[src/rtl/cpu_pkg.sv]
// Shared opcode, ALU-function and T-state definitions for the hardwired control unit.
package cpu_pkg;

    localparam logic [4:0] OP_LD   = 5'b00000;
    localparam logic [4:0] OP_LDI  = 5'b00001;
    localparam logic [4:0] OP_ST   = 5'b00010;
    localparam logic [4:0] OP_ADD  = 5'b00011;
    localparam logic [4:0] OP_SUB  = 5'b00100;
    localparam logic [4:0] OP_AND  = 5'b00101;
    localparam logic [4:0] OP_OR   = 5'b00110;
    localparam logic [4:0] OP_ADDI = 5'b01100;
    localparam logic [4:0] OP_ANDI = 5'b01101;
    localparam logic [4:0] OP_ORI  = 5'b01110;
    localparam logic [4:0] OP_BR   = 5'b10010;
    localparam logic [4:0] OP_JR   = 5'b10011;
    localparam logic [4:0] OP_JAL  = 5'b10100;
    localparam logic [4:0] OP_NOP  = 5'b11010;
    localparam logic [4:0] OP_HALT = 5'b11011;

    localparam logic [3:0] ALU_ADD = 4'b0000;
    localparam logic [3:0] ALU_SUB = 4'b0001;
    localparam logic [3:0] ALU_AND = 4'b0010;
    localparam logic [3:0] ALU_OR  = 4'b0011;

    typedef enum logic [3:0] {
        ST_RESET, ST_T0, ST_T1, ST_T2, ST_T3, ST_T4, ST_T5, ST_T6, ST_T7, ST_HALTED
    } state_t;

    typedef struct packed {
        logic pc_out, pc_in, inc_pc, mar_in, mdr_in, mdr_out, read, write, ir_in;
        logic y_in, z_in, zlow_out, c_out, con_in;
        logic gra, grb, grc, r_in, r_out, ba_out;
        logic [3:0] alu_op;
        logic run, illegal;
    } ctrl_t;

    function automatic logic is_legal(input logic [4:0] op);
        case (op)
            OP_LD, OP_LDI, OP_ST, OP_ADD, OP_SUB, OP_AND, OP_OR, OP_ADDI, OP_ANDI,
            OP_ORI, OP_BR, OP_JR, OP_JAL, OP_NOP, OP_HALT: return 1'b1;
            default: return 1'b0;
        endcase
    endfunction

    // Final T-state of each instruction; undefined opcodes end in T3.
    function automatic state_t last_step(input logic [4:0] op);
        case (op)
            OP_ADD, OP_SUB, OP_AND, OP_OR, OP_ADDI, OP_ANDI, OP_ORI, OP_LDI: return ST_T5;
            OP_LD, OP_ST: return ST_T7;
            OP_BR:        return ST_T6;
            OP_JAL:       return ST_T4;
            default:      return ST_T3;
        endcase
    endfunction

    function automatic logic [3:0] alu_func(input logic [4:0] op);
        case (op)
            OP_SUB:          return ALU_SUB;
            OP_AND, OP_ANDI: return ALU_AND;
            OP_OR, OP_ORI:   return ALU_OR;
            default:         return ALU_ADD;
        endcase
    endfunction

endpackage

[src/rtl/control_decode.sv]
// Combinational decode of {T-state, latched opcode, con} into the control strobe vector.
module control_decode
    import cpu_pkg::*;
(
    input  state_t     state,
    input  logic [4:0] opcode,
    input  logic       con,
    output ctrl_t      ctrl
);

    always_comb begin
        ctrl     = '0;
        ctrl.run = (state != ST_RESET) && (state != ST_HALTED);
        case (state)
            ST_T0: {ctrl.pc_out, ctrl.mar_in, ctrl.inc_pc, ctrl.z_in} = 4'b1111;
            ST_T1: {ctrl.zlow_out, ctrl.pc_in, ctrl.read, ctrl.mdr_in} = 4'b1111;
            ST_T2: {ctrl.mdr_out, ctrl.ir_in} = 2'b11;
            ST_T3: case (opcode)
                OP_ADD, OP_SUB, OP_AND, OP_OR, OP_ADDI, OP_ANDI, OP_ORI:
                    {ctrl.grb, ctrl.r_out, ctrl.y_in} = 3'b111;
                OP_LDI, OP_LD, OP_ST: {ctrl.grb, ctrl.ba_out, ctrl.y_in} = 3'b111;
                OP_BR:  {ctrl.gra, ctrl.r_out, ctrl.con_in} = 3'b111;
                OP_JR:  {ctrl.gra, ctrl.r_out, ctrl.pc_in} = 3'b111;
                OP_JAL: {ctrl.pc_out, ctrl.grb, ctrl.r_in} = 3'b111;
                default: ctrl.illegal = !is_legal(opcode);
            endcase
            ST_T4: case (opcode)
                OP_ADD, OP_SUB, OP_AND, OP_OR: begin
                    {ctrl.grc, ctrl.r_out, ctrl.z_in} = 3'b111;
                    ctrl.alu_op = alu_func(opcode);
                end
                OP_ADDI, OP_ANDI, OP_ORI: begin
                    {ctrl.c_out, ctrl.z_in} = 2'b11;
                    ctrl.alu_op = alu_func(opcode);
                end
                OP_LDI, OP_LD, OP_ST: begin
                    {ctrl.c_out, ctrl.z_in} = 2'b11;
                    ctrl.alu_op = ALU_ADD;
                end
                OP_BR:  {ctrl.pc_out, ctrl.y_in} = 2'b11;
                OP_JAL: {ctrl.gra, ctrl.r_out, ctrl.pc_in} = 3'b111;
                default: ;
            endcase
            ST_T5: case (opcode)
                OP_ADD, OP_SUB, OP_AND, OP_OR, OP_ADDI, OP_ANDI, OP_ORI, OP_LDI:
                    {ctrl.zlow_out, ctrl.gra, ctrl.r_in} = 3'b111;
                OP_LD, OP_ST: {ctrl.zlow_out, ctrl.mar_in} = 2'b11;
                OP_BR: begin
                    {ctrl.c_out, ctrl.z_in} = 2'b11;
                    ctrl.alu_op = ALU_ADD;
                end
                default: ;
            endcase
            ST_T6: case (opcode)
                OP_LD: {ctrl.read, ctrl.mdr_in} = 2'b11;
                OP_ST: {ctrl.gra, ctrl.r_out, ctrl.mdr_in} = 3'b111;
                // The only place an input reaches an output without a register.
                OP_BR: {ctrl.zlow_out, ctrl.pc_in} = {con, con};
                default: ;
            endcase
            ST_T7: case (opcode)
                OP_LD: {ctrl.mdr_out, ctrl.gra, ctrl.r_in} = 3'b111;
                OP_ST: ctrl.write = 1'b1;
                default: ;
            endcase
            default: ;
        endcase
    end

endmodule

[src/rtl/control_sequencer.sv]
// Hardwired control sequencer: state register, opcode latch and memory wait logic.
// Define CONTROL_MEM_HANDSHAKE_EN to stretch memory steps until mem_done is sampled high.
module control_sequencer
    import cpu_pkg::*;
(
    input  logic        clock,
    input  logic        reset,
    input  logic [31:0] ir,
    input  logic        con,
    input  logic        mem_done,
    input  logic        stop,
    output logic        PCout,
    output logic        PCin,
    output logic        IncPC,
    output logic        MARin,
    output logic        MDRin,
    output logic        MDRout,
    output logic        Read,
    output logic        Write,
    output logic        IRin,
    output logic        Yin,
    output logic        Zin,
    output logic        Zlowout,
    output logic        Cout,
    output logic        CONin,
    output logic        Gra,
    output logic        Grb,
    output logic        Grc,
    output logic        Rin,
    output logic        Rout,
    output logic        BAout,
    output logic [3:0]  alu_op,
    output logic        run,
    output logic        illegal
);

    state_t     state_reg, state_next;
    logic [4:0] opcode_reg;
    logic       mem_hold;
    logic       unused_inputs;
    ctrl_t      ctrl;

`ifdef CONTROL_MEM_HANDSHAKE_EN
    // T1 of fetch always reads; LD_T6 reads and ST_T7 writes.
    assign mem_hold = !mem_done &&
                      ((state_reg == ST_T1) ||
                       (state_reg == ST_T6 && opcode_reg == OP_LD) ||
                       (state_reg == ST_T7 && opcode_reg == OP_ST));
    assign unused_inputs = ^ir[26:0];
`else
    assign mem_hold      = 1'b0;
    assign unused_inputs = ^{ir[26:0], mem_done};
`endif

    always_ff @(posedge clock or posedge reset) begin
        if (reset) begin
            state_reg  <= ST_RESET;
            opcode_reg <= '0;
        end else begin
            state_reg <= state_next;
            if (state_reg == ST_T2)
                opcode_reg <= ir[31:27];
        end
    end

    always_comb begin
        state_next = state_reg;
        case (state_reg)
            ST_RESET:  state_next = ST_T0;
            ST_HALTED: state_next = ST_HALTED;
            ST_T0:     state_next = ST_T1;
            ST_T1:     if (!mem_hold) state_next = ST_T2;
            ST_T2:     state_next = ST_T3;
            default: begin
                if (!mem_hold) begin
                    if (state_reg == last_step(opcode_reg))
                        state_next = (opcode_reg == OP_HALT || stop) ? ST_HALTED : ST_T0;
                    else
                        state_next = state_t'(state_reg + 4'd1);
                end
            end
        endcase
    end

    control_decode u_decode (
        .state  (state_reg),
        .opcode (opcode_reg),
        .con    (con),
        .ctrl   (ctrl)
    );

    assign PCout   = ctrl.pc_out;
    assign PCin    = ctrl.pc_in;
    assign IncPC   = ctrl.inc_pc;
    assign MARin   = ctrl.mar_in;
    assign MDRin   = ctrl.mdr_in;
    assign MDRout  = ctrl.mdr_out;
    assign Read    = ctrl.read;
    assign Write   = ctrl.write;
    assign IRin    = ctrl.ir_in;
    assign Yin     = ctrl.y_in;
    assign Zin     = ctrl.z_in;
    assign Zlowout = ctrl.zlow_out;
    assign Cout    = ctrl.c_out;
    assign CONin   = ctrl.con_in;
    assign Gra     = ctrl.gra;
    assign Grb     = ctrl.grb;
    assign Grc     = ctrl.grc;
    assign Rin     = ctrl.r_in;
    assign Rout    = ctrl.r_out;
    assign BAout   = ctrl.ba_out;
    assign alu_op  = ctrl.alu_op;
    assign run     = ctrl.run;
    assign illegal = ctrl.illegal;

endmodule

[config.mk]
export PLATFORM = sky130hd
export DESIGN_NAME = control_sequencer
export DESIGN_NICKNAME = d
export VERILOG_FILES = /design/src/rtl/cpu_pkg.sv /design/src/rtl/control_decode.sv /design/src/rtl/control_sequencer.sv
export SDC_FILE = /design/constraint.sdc
export NUM_CORES = 1
export LEC_CHECK = 0
export CORE_ASPECT_RATIO = 1.2
export CORE_MARGIN = 1
export CORE_UTILIZATION = 34
export DETAILED_ROUTE_END_ITERATION = 6
export HOLD_SLACK_MARGIN = 0.12
export MAX_ROUTING_LAYER = met4
export PLACE_DENSITY = 0.82
export SLEW_MARGIN = 20
export SYNTH_ARGS = -nofsm -noshare
export SYNTH_HDL_FRONTEND = slang
export SYNTH_SLANG_ARGS = --single-unit
[constraint.sdc]
create_clock -name clock -period 1.6 [get_ports clock]
set_input_delay 0.24 -clock clock [delete_from_list [all_inputs] [get_ports clock]]
set_output_delay 0.24 -clock clock [all_outputs]
set_load 0.01 [all_outputs]
* Word-level counts from Yosys, hierarchy flattened
Memory sizes are Yosys's and may differ from the RTL's.
Cells that the tools add are included.
** Word-level totals
- Flip-flop bits (word level) :: 9
- Memory bits (read-only) :: 160
- Input port bits :: 37
- Output and inout port bits :: 26
- Memories kept :: 2
** Cells by class
- Add/subtract/negate cells :: 1
- Eq/ne operators :: 24
- Muxes and demuxes :: 47
- Reduce and logical (&&, ||, !) cells :: 21
** Memory list
- (no name shown) :: words 32, bits a word 4, rd ports 1, clocked after memory_dff 0, write ports 0, RTL line cpu_pkg.sv:47 : case (op)
- (no name shown) :: words 32, bits a word 1, rd ports 1, clocked after memory_dff 0, write ports 0, RTL line cpu_pkg.sv:38 : case (op)
** Operator list (number)
- $mux 1 :: 27
- $eq 5x5->1 const B :: 4
- $mux 4 :: 5
- $pmux 4 s5 :: 1
- $eq 4x3->1 const B :: 4
- $eq 5x3->1 const B :: 3
- $eq 5x4->1 const B :: 3
- $pmux 1 s3 :: 5
- $reduce_or 13->1 :: 1
- $pmux 1 s2 :: 6
- $reduce_or 11->1 :: 1
- $eq 5x2->1 const B :: 2
- $reduce_or 10->1 :: 1
- $reduce_or 5->1 :: 2
- $reduce_or 9->1 :: 1
- $eq 4x2->1 const B :: 2
- $eq 4x4->1 const B :: 2
- $reduce_or 2->1 :: 4
- $reduce_or 8->1 :: 1
- $reduce_or 7->1 :: 1
- $pmux 2 s3 :: 1
- $reduce_or 6->1 :: 1
- $eq 5x1->1 const B :: 1
- $logic_not 5->1 :: 1
- 13 further kinds :: 13

* Depth between registers and ports, before layout
Gate-level depths: netlist (run 1).
- Word-level depth :: 7
- Mapped depth :: 7
- Depth with buffers taken out :: 7

* Hierarchy
From an unflattened synthesis (run 1), not the netlist that was laid out.
** Unflattened totals
- Cells, all modules :: 166
- Area, all modules :: 1283.7 um2
** Modules (own cells, without submodules)
- control_sequencer :: instances 1, cells each 71, area an instance 655.6 um2, sequential area each 225.2 um2
- control_decode :: instances 1, cells each 95, area an instance 628.1 um2, sequential area each 0.0 um2

* Worst setup path before layout (run 1)
Ideal clock, no wire load.
- Path kind :: reg-to-output
- Start :: register state_reg[1]
- End :: output Zin
- Arrival time :: 1.617 ns
- Data required time :: 1.360 ns
- Slack :: -0.257 ns
- Cell stages (with the launch flop) :: 7
- Buffers on the path :: 1
- Cell sequence :: dfrtp_1 inv_1 ha_1 clkbuf_1 nand3_1 o31ai_1 or3_1
** On the way
- Cells in the longest elaborated chain, start to end :: 2
- Elaborated cells between the ends (all ways) :: 4
- Those cells by class :: eq/ne: 3; mux: 1
** RTL lines
- from (decl) :: RTL line control_sequencer.sv:37 : state_t state_reg, state_next;
- from (signal assigned) :: RTL line control_sequencer.sv:60 : state_reg <= state_next;
- $eq 4x3->1 / $eq 4x1->1 (equally long branches) :: RTL line control_decode.sv:14 : case (state)
- $pmux 1 s3 * :: RTL line control_decode.sv:14
- to (decl) :: RTL line control_sequencer.sv:22 : output logic Zin,
Mark *: on every way between the ends. The rest lies on a longest branch, timed or not.

* Final worst setup path (run 1)
- Start :: register opcode_reg[2]
- End :: register state_reg[3]
** On the way
- Cells in the longest elaborated chain, start to end :: 5
- Elaborated cells between the ends (all ways) :: 8
- Those cells by class :: eq/ne: 2; mux: 4; reduce/logical: 1; memory: 1
** RTL lines
- from (decl) :: RTL line control_sequencer.sv:38 : logic [4:0] opcode_reg;
- from (signal assigned) :: RTL line control_sequencer.sv:62 : opcode_reg <= ir[31:27];
- $mem_v2 32x4 / $eq 5x5->1 (equally long branches)
- $mux 4 / $logic_or 1x1->1 (equally long branches) :: RTL line control_sequencer.sv:68, control_sequencer.sv:77
- $eq 4x4->1 / $mux 4 (equally long branches) :: RTL line control_sequencer.sv:76, control_sequencer.sv:77
- $mux 4 * :: RTL line control_sequencer.sv:76 : if (state_reg == last_step(opcode_reg))
- $pmux 4 s5 * :: RTL line control_sequencer.sv:68 : case (state_reg)
- named net state_next[3] :: RTL line control_sequencer.sv:37
The timed path passes the listed nets; every way through them passes the cells marked *. The select of a mux whose other input is x is not followed.
A chain may end at the register's enable or synchronous reset.

==> impl_results.md, run 1 <==
- Status: finished with violations
- Failing checks: negative setup slack
- Row count: 21
- Clk Latency, worst-skew pair: approximately 250 ps
- Fmax: 471.5 MHz
- Synth Instances: around 150
- Most used flip-flop cell after synthesis: dfrtp_1
- Clock share of power: 3.0%
- Gp weighted congestion: just under 0.9
- Internal Power: between 2 and 3 mW
- Largest net degree at the start of global routing: 13
- Pwr Total: roughly 5.4 mW
- Number of fill cells in the layout: ~150
- Post-Place Setup Slack: -574.9 ps
- Switching share of total power: around 46%
- R2R Setup Slk: -520 ps
- Logic pwr share: 88.1%
- Multi-input logic area: about 1100 sq um
- Vias/cell: 5.924
- Layout cell share with drive strength beyond 1: around 72%
- RSZ-0062 raised after global routing: yes
- Share of the synthesized area in the top cell type: 21.43%
- Initial Util: between 30% and 40%
- First-pass GRT wire length: 7514 um
- CTS buffer count: 3
- Hold_ws: ~250 ps
- Synth top area cells: dfrtp_1, nand2_1, ha_1
- EDFF count, synth: 0
- Switching power: roughly 2.5 mW
- Final Setup Violations: 27
- Die span in y: between 60 and 70 um
- Die area: 3319 sq um
- Req. time, crit path: ~1700 ps
- Worst Path Arrival: 2250 ps
- Largest area contributor in the synthesized netlist: dfrtp_1
- Sink Count: 9
- Fin crit period: 2121 ps
- CTS Buffer Depth: 2
- DRT antenna net count: 0
- Worst vdd ir: around 1600 uV
- Most common cell after layout, fill and taps aside: buf_4
- Worst setup path class: register to register
- Clock transition at path regs: approximately 50 ps
- 1st-pass router iterations: 4
- Fin util: a little over four fifths
- Synthesis Warnings: 0
- Sequential share of the synthesized area: a little over a fifth
- Post-synthesis async set-or-reset flop share: 100.0%
- DRT Wirelength: between 5000 and 6000 um
- Post-Syn Area: ~1100 sq um
- DP Wirelength: approximately 2500 um
- CTS H-tree lvls: 1
- Core area: roughly 2900 sq um
- Number of flip-flops in the largest register: 5
- Initial antenna violation count: 0
- Initial drt markers: ~110
- Final Cycle Share: 132.6%
- Syn avg cell area: 7.199 sq um
- Hold violation total from the final report: 0
- IO Pins: between 60 and 70
- Static Leak: 1.172 nW
- TritonCTS clock tree: done
- Fin nets: approximately 290
- Clock skew: about 0.96 ps
- Area grow syn2layout: 130.4%
- Reg area: approximately 230 sq um
- Vias in the first global route: between 1,500 and 2,000
- Number of max-cap violations: 0
- Yosys reg bits: 9
- CTS root buffer: clkbuf_4
- Critical Path Fanout Max: 8
- DR WL/cell: between 20 and 25 um
- DRC: 0
- IO Port Bufs: 32
- Final Max Slew Viols: 0
- Critical path startpoint category: register
- Die width: 52.76 um
- Via count: approximately 1,600
- Diodes inserted: 0
- Commonest cells after routing, fill and taps aside: buf_4, buf_6, buf_2
- CP endpoint kind: register
- Worst r2r path cells: 8
- HP Class: input port to asynchronous set/reset pin
- Total track usage: between 30% and 40%
- Total global routing overflow: 0
- Distinct cells, synth: 46
- PnR worst setup slack: -521.0 ps
- TNS Setup: -9683 ps
- Seq pwr share: slightly below 9%
- P per Cell Area: around 2200 nW/um^2
-- layout make-up --
class	count	area share (%)
tap	34	1.757
timing repair buffer	104	39.74
multi-input combinational	119	46.87
inverter	7	1.085
clock buffer	4	1.085
sequential	9	9.457
-- path summary, 6_finish.rpt --
path                                from             to
setup reg to reg           opcode_reg[2]   state_reg[3]
hold reg to reg            opcode_reg[2]  opcode_reg[2]
setup / recovery           opcode_reg[2]   state_reg[3]
min in group clock                ir[30]  opcode_reg[3]
max in group asynchronous          reset   state_reg[3]
hold / removal                     reset  opcode_reg[1]
-- metrics by stage --
step | cells | cell area [sq um]
global route | 277 | 2421
finish | 277 | 2421
detailed placement | 242 | 1719
global placement | 242 | 1719
CTS | 265 | 2171
floorplan | 147 | 1114
-- cells in the mapped netlist, types with 4 or more instances --
| library cell | n |
|---|---|
| a21oi_1 | 6 |
| ha_1 | 4 |
| mux2_2 | 4 |
| clkbuf_1 | 6 |
| dfrtp_1 | 9 |
| nor3_1 | 9 |
| nand2_1 | 23 |
| nor2_1 | 10 |
| o21ai_0 | 6 |
| inv_1 | 7 |
| nand3_1 | 9 |
-- layer usage --
metal	part of all wire, %	up-vias	track usage, %
met5	0	-	-
met4	4.7	0	17.11
met3	9.0	32	2.676
met2	50	128	51.58
met1	36	787	36.70
li1	-	694	-
-- repair_timing --
action,4_1_cts,5_1_grt
resized for setup,184,38
hold buffers,0,0
pin swaps,38,31
buffers inserted,20,15
setup endpoints to repair,28,28
-- cells by family (layout without fill, tap and decap cells) --
group / after synthesis / in the layout / share of synthesized area, %
DFF: 9 / 9 / 21.43
adders and majority gates: 4 / 4 / 4.762
buffers and inverters: 19 / 115 / 8.571
xor gates and xnor gates: 6 / 6 / 5.001
and+or+nand+nor: 76 / 76 / 37.14
other: 1 / 2 / 0.3568
muxes: 7 / 7 / 7.143
AOI/OAI and AO/OA: 24 / 24 / 15.60
-- critical path: stages, from the launching register on --
cell and delay, ps:
dfrtp_1 420, buf_6 150, buf_12 140, or3b_4 420, a21oi_4 210, o21a_1 150, o211ai_2 140, mux2i_1 160
a22o_1 210
-- power groups by stage --
| stage | registers [mW] | logic (mW) | clock network [mW] |
|---|---|---|---|
| 2_1_floorplan | 0.440 | 1.52 | 0 |
| 3_3_place_gp | 0.436 | 2.71 | 0 |
| 3_5_place_dp | 0.446 | 2.76 | 0 |
| 4_1_cts | 0.454 | 3.88 | 0.172 |
| 5_1_grt | 0.493 | 4.96 | 0.192 |
| 6_report | 0.482 | 4.79 | 0.165 |
(Power assumes the default switching activity.)
==> inputs of run 2 (changes only) <==
Settings changed: ABC_AREA from default to 1, CAP_MARGIN from default to 20.
==> run 2 against run 1 <==
The flow still finishes with violations (negative setup slack). Critical path depth shrank 1. Maximum frequency grew 4.4%. Register-to-register slack gained 290 ps.
==> impl_results.md, run 2 <==
- Status: finished with violations (unchanged)
- Failing checks: negative setup slack (unchanged)
- Synth top area cells: dfrtp_1, nand2_1, nand3_1 (was dfrtp_1, nand2_1, ha_1)
- Final Max Slew Viols: 0 (unchanged)
- Die span in y: 62.65 um (was 62.91 um)
- Clk Latency, worst-skew pair: 270 ps (was 250 ps)
- Final Setup Violations: 28 (was 27)
- Commonest cells after routing, fill and taps aside: buf_4, nand2_1, buf_6 (was buf_4, buf_6, buf_2)
- Fin util: 81.74% (was 84.53%)
- Hold-fix buffers, CTS: 0 (unchanged)
- Syn avg cell area: 6.167 sq um (was 7.199 sq um)
- Yosys reg bits: 9 (unchanged)
- Sequential share of the synthesized area: 21.61% (was 21.43%)
- Crit-path cells: inv_4 -> nand2_4 -> nor3_4 -> nand2_1 -> o211a_2 -> o211ai_1 -> buf_2 (was buf_6 -> buf_12 -> or3b_4 -> a21oi_4 -> o21a_1 -> o211ai_2 -> mux2i_1 -> a22o_1)
- Most used flip-flop cell after synthesis: dfrtp_1 (unchanged)
- Worst setup path class: register to output port (was register to register)
- Req. time, crit path: 1360 ps (was 1730 ps)
- Total track usage: 32.48% (was 31.49%)
- Clock skew: 1.206 ps (was 0.9628 ps)
- Total global routing overflow: 0 (unchanged)
- Initial drt markers: 111 (was 109)
- Synthesis Warnings: 0 (unchanged)
- Top post-synthesis cells by count: nand2_1, inv_1, nor2_1, nand3_1, o21ai_0 (was nand2_1, nor2_1, dfrtp_1, nand3_1, nor3_1)
- DRT Wirelength: 6190 um (was 5547 um)
- Critical path startpoint category: register (unchanged)
- EDFF count, synth: 0 (unchanged)
- Most common cell after layout, fill and taps aside: buf_4 (unchanged)
- Final Cycle Share: 127.0% (was 132.6%)
- CTS H-tree lvls: 1 (unchanged)
- PnR worst setup slack: -431.7 ps (was -521.0 ps)
- Fin crit period: 2032 ps (was 2121 ps)
- Largest area contributor in the synthesized netlist: dfrtp_1 (unchanged)
- Row count: 21 (unchanged)
- Critical Path Fanout Max: 5 (was 8)
- Number of max-cap violations: 0 (unchanged)
- Most common cell in the synthesized netlist: nand2_1 (unchanged)
- RSZ-0062 raised after global routing: yes (unchanged)
- CP endpoint kind: output port (was register)
- Share of the synthesized area in the top cell type: 21.61% (was 21.43%)
- P per Cell Area: 188.6 nW/um^2 (was 2244 nW/um^2)
- CTS root buffer: clkbuf_4 (unchanged)
- DRT antenna net count: 0 (unchanged)
- Synth Instances: 169 (was 146)
- Clock transition at path regs: 60 ps (was 50 ps)
- Worst vdd ir: 333.5 uV (was 1640 uV)
- Area grow syn2layout: 124.6% (was 130.4%)
- Die area: 3292 sq um (was 3319 sq um)
- Static Leak: 1.237 nW (was 1.172 nW)
- CTS buffer count: 3 (unchanged)
- 1st-pass router iterations: 4 (unchanged)
- HP Class: input port to asynchronous set/reset pin (unchanged)
- TritonCTS clock tree: done (unchanged)
- Largest net degree at the start of global routing: 11 (was 13)
- Initial antenna violation count: 0 (unchanged)
- Die width: 52.54 um (was 52.76 um)
- Hold violation total from the final report: 0 (unchanged)
- Fmax: 492.2 MHz (was 471.5 MHz)
- Fin nets: 323 (was 285)
- CTS Buffer Depth: 2 (unchanged)
- Worst Path Arrival: 1790 ps (was 2250 ps)
- Distinct cells, synth: 27 (was 46)
- Max stage delay on crit path: 440 ps (was 420 ps)
- Pwr Total: 0.4416 mW (was 5.432 mW)
- DRC: 0 (unchanged)
- IO Pins: 63 (unchanged)
- IO Port Bufs: 32 (unchanged)
- Sink Count: 9 (unchanged)
- Vias/cell: 5.676 (was 5.924)
- Core area: 2864 sq um (unchanged)
- Layout cell share with drive strength beyond 1: 70.11% (was 71.60%)
- Via count: 1,788 (was 1,641)
- Initial Util: 36.39% (was 36.70%)
- Number of flip-flops in the largest register: 5 (unchanged)
- Gp weighted congestion: 0.9728 (was 0.8926)
- Vias in the first global route: 1,662 (was 1,518)
- Diodes inserted: 0 (unchanged)
- Post-Syn Area: 1042 sq um (was 1051 sq um)
- Critical-path top delay cell: dfrtp_1 (unchanged)
- DR WL/cell: 19.65 um (was 20.03 um)
- First-pass GRT wire length: 7679 um (was 7514 um)
- Post-synthesis async set-or-reset flop share: 100.0% (unchanged)
- DP Wirelength: 3078 um (was 2521 um)
==> run 2: cell count changes after synthesis, sizes merged, moves of 6 or more <==
cell,change
inv,+20
nand3,+10
nor2,+14
a21oi,-6
nand2,+28
nor3,-7
clkbuf,-6
==> run 2: cell type report <==
type                       count  area [sq um]
clock buffer                   4         26.28
fill                         148         523.0
inverter                      27         128.9
multi-input combinational    130          1020
sequential                     9         231.5
tap                           34         42.54
timing repair buffer         111         892.1
==> run 2: cells by family (layout without fill, tap and decap cells) <==
group / Yosys count / after routing / share of synthesized area, %
adder cells (fa/ha/maj): 4 / 4 / 4.802
AND/OR/NAND/NOR: 105 / 105 / 49.46
AO/OA/AOI/OAI: 17 / 17 / 9.965
buffers and inverters: 31 / 142 / 12.12
XOR/XNOR: 2 / 2 / 1.681
other: 1 / 2 / 0.3598
flip-flops: 9 / 9 / 21.61
==> run 2: routing by layer <==
metal	track usage, %	share of wire (%)	vias to the layer above
li1	-	-	762
met2	55.54	49	135
met4	17.11	7.3	0
met3	4.623	7.7	47
met1	34.77	36	844
met5	-	0	-
==> run 2: final timing paths <==
check | from | end | slack [ps] | depth (start not counted)
worst min-delay path | reset | state_reg[1] | 240 | 2
max in group asynchronous | reset | opcode_reg[2] | 1070 | 2
worst max-delay path | opcode_reg[1] | Rout | -430 | 7
worst min register to register | state_reg[2] | state_reg[2] | 760 | 4
worst max register to register | opcode_reg[0] | state_reg[3] | -230 | 11
min in group clock | ir[31] | opcode_reg[4] | 520 | 3
==> run 2: critical path, delay by kind of cell, from the launching register on <==
family | cells | cell delay, ps
flops | 1 | 440
buf+inv | 2 | 290
compound gates | 2 | 240
simple gates | 3 | 550
==> run 2: where the power goes <==
part,internal (mW),leakage (nW),switching [mW]
combinational,0.0176,1.14,0.0110
sequential,0.227,0.0863,0
clock,0.0966,0.0150,0.0891
==> run 2: what timing repair did <==
item / in CTS / in global routing
buffers inserted: 16 / 11
setup endpoints to repair: 29 / 28
gates resized for setup: 176 / 59
endpoints found under the hold margin: 0 / 0
pin swaps: 30 / 14
==> run 2: stage by stage <==
| stage | std cells | instance area (sq um) | hold slack [ps] | setup TNS [ps] | setup WS (ps) |
|---|---|---|---|---|---|
| after floorplan | 170 | 1052 | 67.92 | 0 | 21.82 |
| after global placement | 286 | 1795 | 522.9 | -8069 | -407.3 |
| after CTS | 306 | 2102 | 252.4 | -3867 | -270.6 |
| final | 315 | 2341 | 241.5 | -7152 | -431.7 |
| after detailed placement | 286 | 1795 | 533.9 | -9653 | -488.6 |
| after global routing | 315 | 2341 | 272.8 | -8809 | -518.5 |
==> inputs of run 3 (changes only) <==
Settings changed: REMOVE_ABC_BUFFERS from default to 1.
==> run 3 against run 2 <==
The flow still finishes with violations (negative setup slack). Count of clock-buffer cells in the layout is the same. First-iteration DRC count grew 7.2%. Via count grew 3.7%. Register-to-register slack lost 130 ps. Combinational power is essentially flat. Final cell count grew 2.2%. Global-route usage grew 1.6 points. Core utilization grew 4.2 points. Worst setup slack lost 88 ps. Hold slack gained 0.51 ps. Total power shrank 1.4%. Clock skew grew 2.4 ps. Critical endpoint unchanged. Highest routed layer unchanged.
==> impl_results.md, run 3 (synthesized netlist as in run 2, its figures left out) <==
- Status: finished with violations (unchanged)
- Failing checks: negative setup slack (unchanged)
- DR WL/cell: 20.04 um (was 19.65 um)
- Initial drt markers: 119 (was 111)
- Clk Latency, worst-skew pair: 270 ps (about the same)
- Crit-path cells: inv_2 -> ha_4 -> inv_4 -> nor2_4 -> inv_4 -> nor2_1 -> inv_1 -> o211a_4 -> o211ai_1 -> buf_2 (was inv_4 -> nand2_4 -> nor3_4 -> nand2_1 -> o211a_2 -> o211ai_1 -> buf_2)
- HP Class: input port to asynchronous set/reset pin (unchanged)
- Fin nets: 330 (was 323)
- Final Instance Count excl. Fillers: 322 (was 315)
- DRT Wirelength: 6454 um (was 6190 um)
- Diodes inserted: 0 (unchanged)
- Multi-input logic area: 1065 sq um (was 1020 sq um)
- Placed cells: 291 (was 286)
- Req. time, crit path: 1360 ps (about the same)
- Number of max-cap violations: 0 (unchanged)
- Hold violation total from the final report: 0 (unchanged)
- TritonCTS clock tree: done (unchanged)
- IO Port Bufs: 32 (unchanged)
- DRC: 0 (unchanged)
- Critical path startpoint category: register (unchanged)
- First-pass GRT wire length: 8100 um (was 7679 um)
- Fin crit period: 2120 ps (was 2032 ps)
- Hold_ws: 242.0 ps (was 241.5 ps)
- Reg2Reg Launch Point: opcode_reg[0] (unchanged)
- Placed Area: 1827 sq um (was 1795 sq um)
- Core area: 2864 sq um (unchanged)
- Final Cycle Share: 132.5% (was 127.0%)
- PnR worst setup slack: -519.5 ps (was -431.7 ps)
- Most common cell after layout, fill and taps aside: buf_4 (unchanged)
- Reg area: 227.7 sq um (was 231.5 sq um)
- Worst r2r path cells: 14 (was 11)
- Area grow syn2layout: 136.1% (was 124.6%)
- Final Max Slew Viols: 0 (unchanged)
- Max stage delay on crit path: 440 ps (about the same)
- Kind of cell adding the most delay to the critical path: buffers and inverters (was simple AND/OR/NAND/NOR gates)
- R2R Setup Slk: -360 ps (was -230 ps)
- CTS buffer count: 3 (unchanged)
- Gp weighted congestion: 0.9014 (was 0.9728)
- Number of flip-flops in the largest register: 5 (unchanged)
- CP endpoint kind: output port (unchanged)
- IO Pins: 63 (unchanged)
- 1st-pass router iterations: 4 (unchanged)
- Die span in y: 62.65 um (unchanged)
- Via count: 1,855 (was 1,788)
- Worst Path Arrival: 1880 ps (was 1790 ps)
- Critical Path Fanout Max: 4 (was 5)
- P per Cell Area: 176.9 nW/um^2 (was 188.6 nW/um^2)
- Total global routing overflow: 0 (unchanged)
- Most used cell, CP: inv_4
- Worst setup path class: register to output port (unchanged)
- Fmax: 471.8 MHz (was 492.2 MHz)
- Total track usage: 34.11% (was 32.48%)
- Clock skew: 3.608 ps (was 1.206 ps)
- CP Buf/Inv Count: 5 (was 2)
- Crit. Startpoint: state_reg[0] (was opcode_reg[1])
- Commonest cells after routing, fill and taps aside: buf_4, nand2_1, buf_6 (unchanged)
- Number of fill cells in the layout: 134 (was 148)
- DP Wirelength: 2808 um (was 3078 um)
- Clock transition at path regs: 60 ps (about the same)
- Row count: 21 (unchanged)
- Worst vdd ir: 278.9 uV (was 333.5 uV)
- CTS Buffer Depth: 2 (unchanged)
- Die area: 3292 sq um (unchanged)
- Initial Util: 36.39% (unchanged)
- Die width: 52.54 um (unchanged)
- CTS H-tree lvls: 1 (unchanged)
- DRT antenna net count: 0 (unchanged)
- Post-route cell area: 2461 sq um (was 2341 sq um)
- RSZ-0062 raised after global routing: yes (unchanged)
- Largest net degree at the start of global routing: 11 (unchanged)
- Hold-fix buffers, CTS: 0 (unchanged)
- Vias in the first global route: 1,710 (was 1,662)
- Sink Count: 9 (unchanged)
- Reg2reg end: state_reg[3] (unchanged)
- CTS root buffer: clkbuf_4 (unchanged)
- Vias/cell: 5.761 (was 5.676)
- Initial antenna violation count: 0 (unchanged)
- Critical-path top delay cell: dfrtp_1 (unchanged)
- Final Setup Violations: 28 (unchanged)
- Layout cell share with drive strength beyond 1: 69.79% (was 70.11%)
- Static Leak: 1.230 nW (was 1.237 nW)
-- run 3: worst max-delay path by stage --
stage / endpoint / slack [ps] / cells past startpoint
after floorplan: illegal / -40 / 6
after global placement: Rout / -440 / 10
after detailed placement: Rout / -490 / 10
after CTS: Rout / -290 / 10
after global routing: Rout / -590 / 10
final: Rout / -520 / 10
-- run 3: metal layers --
metal | vias up | global-route usage [%] | wire, um
li1 | 783 | - | -
met1 | 885 | 36.57 | 2364
met2 | 139 | 54.59 | 3187
met3 | 48 | 7.056 | 449
met4 | 0 | 22.70 | 452
met5 | - | - | 0
-- run 3: through the flow --
step,total power [mW],setup TNS (ps),setup WS (ps),utilization [%]
floorplan,0.2380,-40.34,-40.34,-
global placement,0.2592,-8178,-441.7,63.78
detailed placement,0.2593,-9108,-490.0,63.78
CTS,0.4352,-3920,-288.4,75.97
global route,0.4530,-10100,-587.7,85.93
finish,0.4355,-8421,-519.5,85.93
-- run 3: final cells by class --
class / instances / area share (%)
multi-input cells: 130 / 43.26
repair buffers: 118 / 39.65
flip-flops and latches: 9 / 9.253
inverters: 27 / 5.033
well taps: 34 / 1.729
clock buffers: 4 / 1.068
-- run 3: timing repair --
item                                    in CTS  in global routing
setup buffers                               17                 12
hold endpoints to repair                     0                  0
resized for setup                          177                 54
endpoints found under the setup margin      28                 28
pin swaps                                   21                 23
-- run 3: report_power, final --
group	total (mW)	switching, mW	internal, mW
clock	0.179	0.0828	0.0963
sequential	0.227	0	0.227
combinational	0.0288	0.0113	0.0176
total	0.435	0.0941	0.341
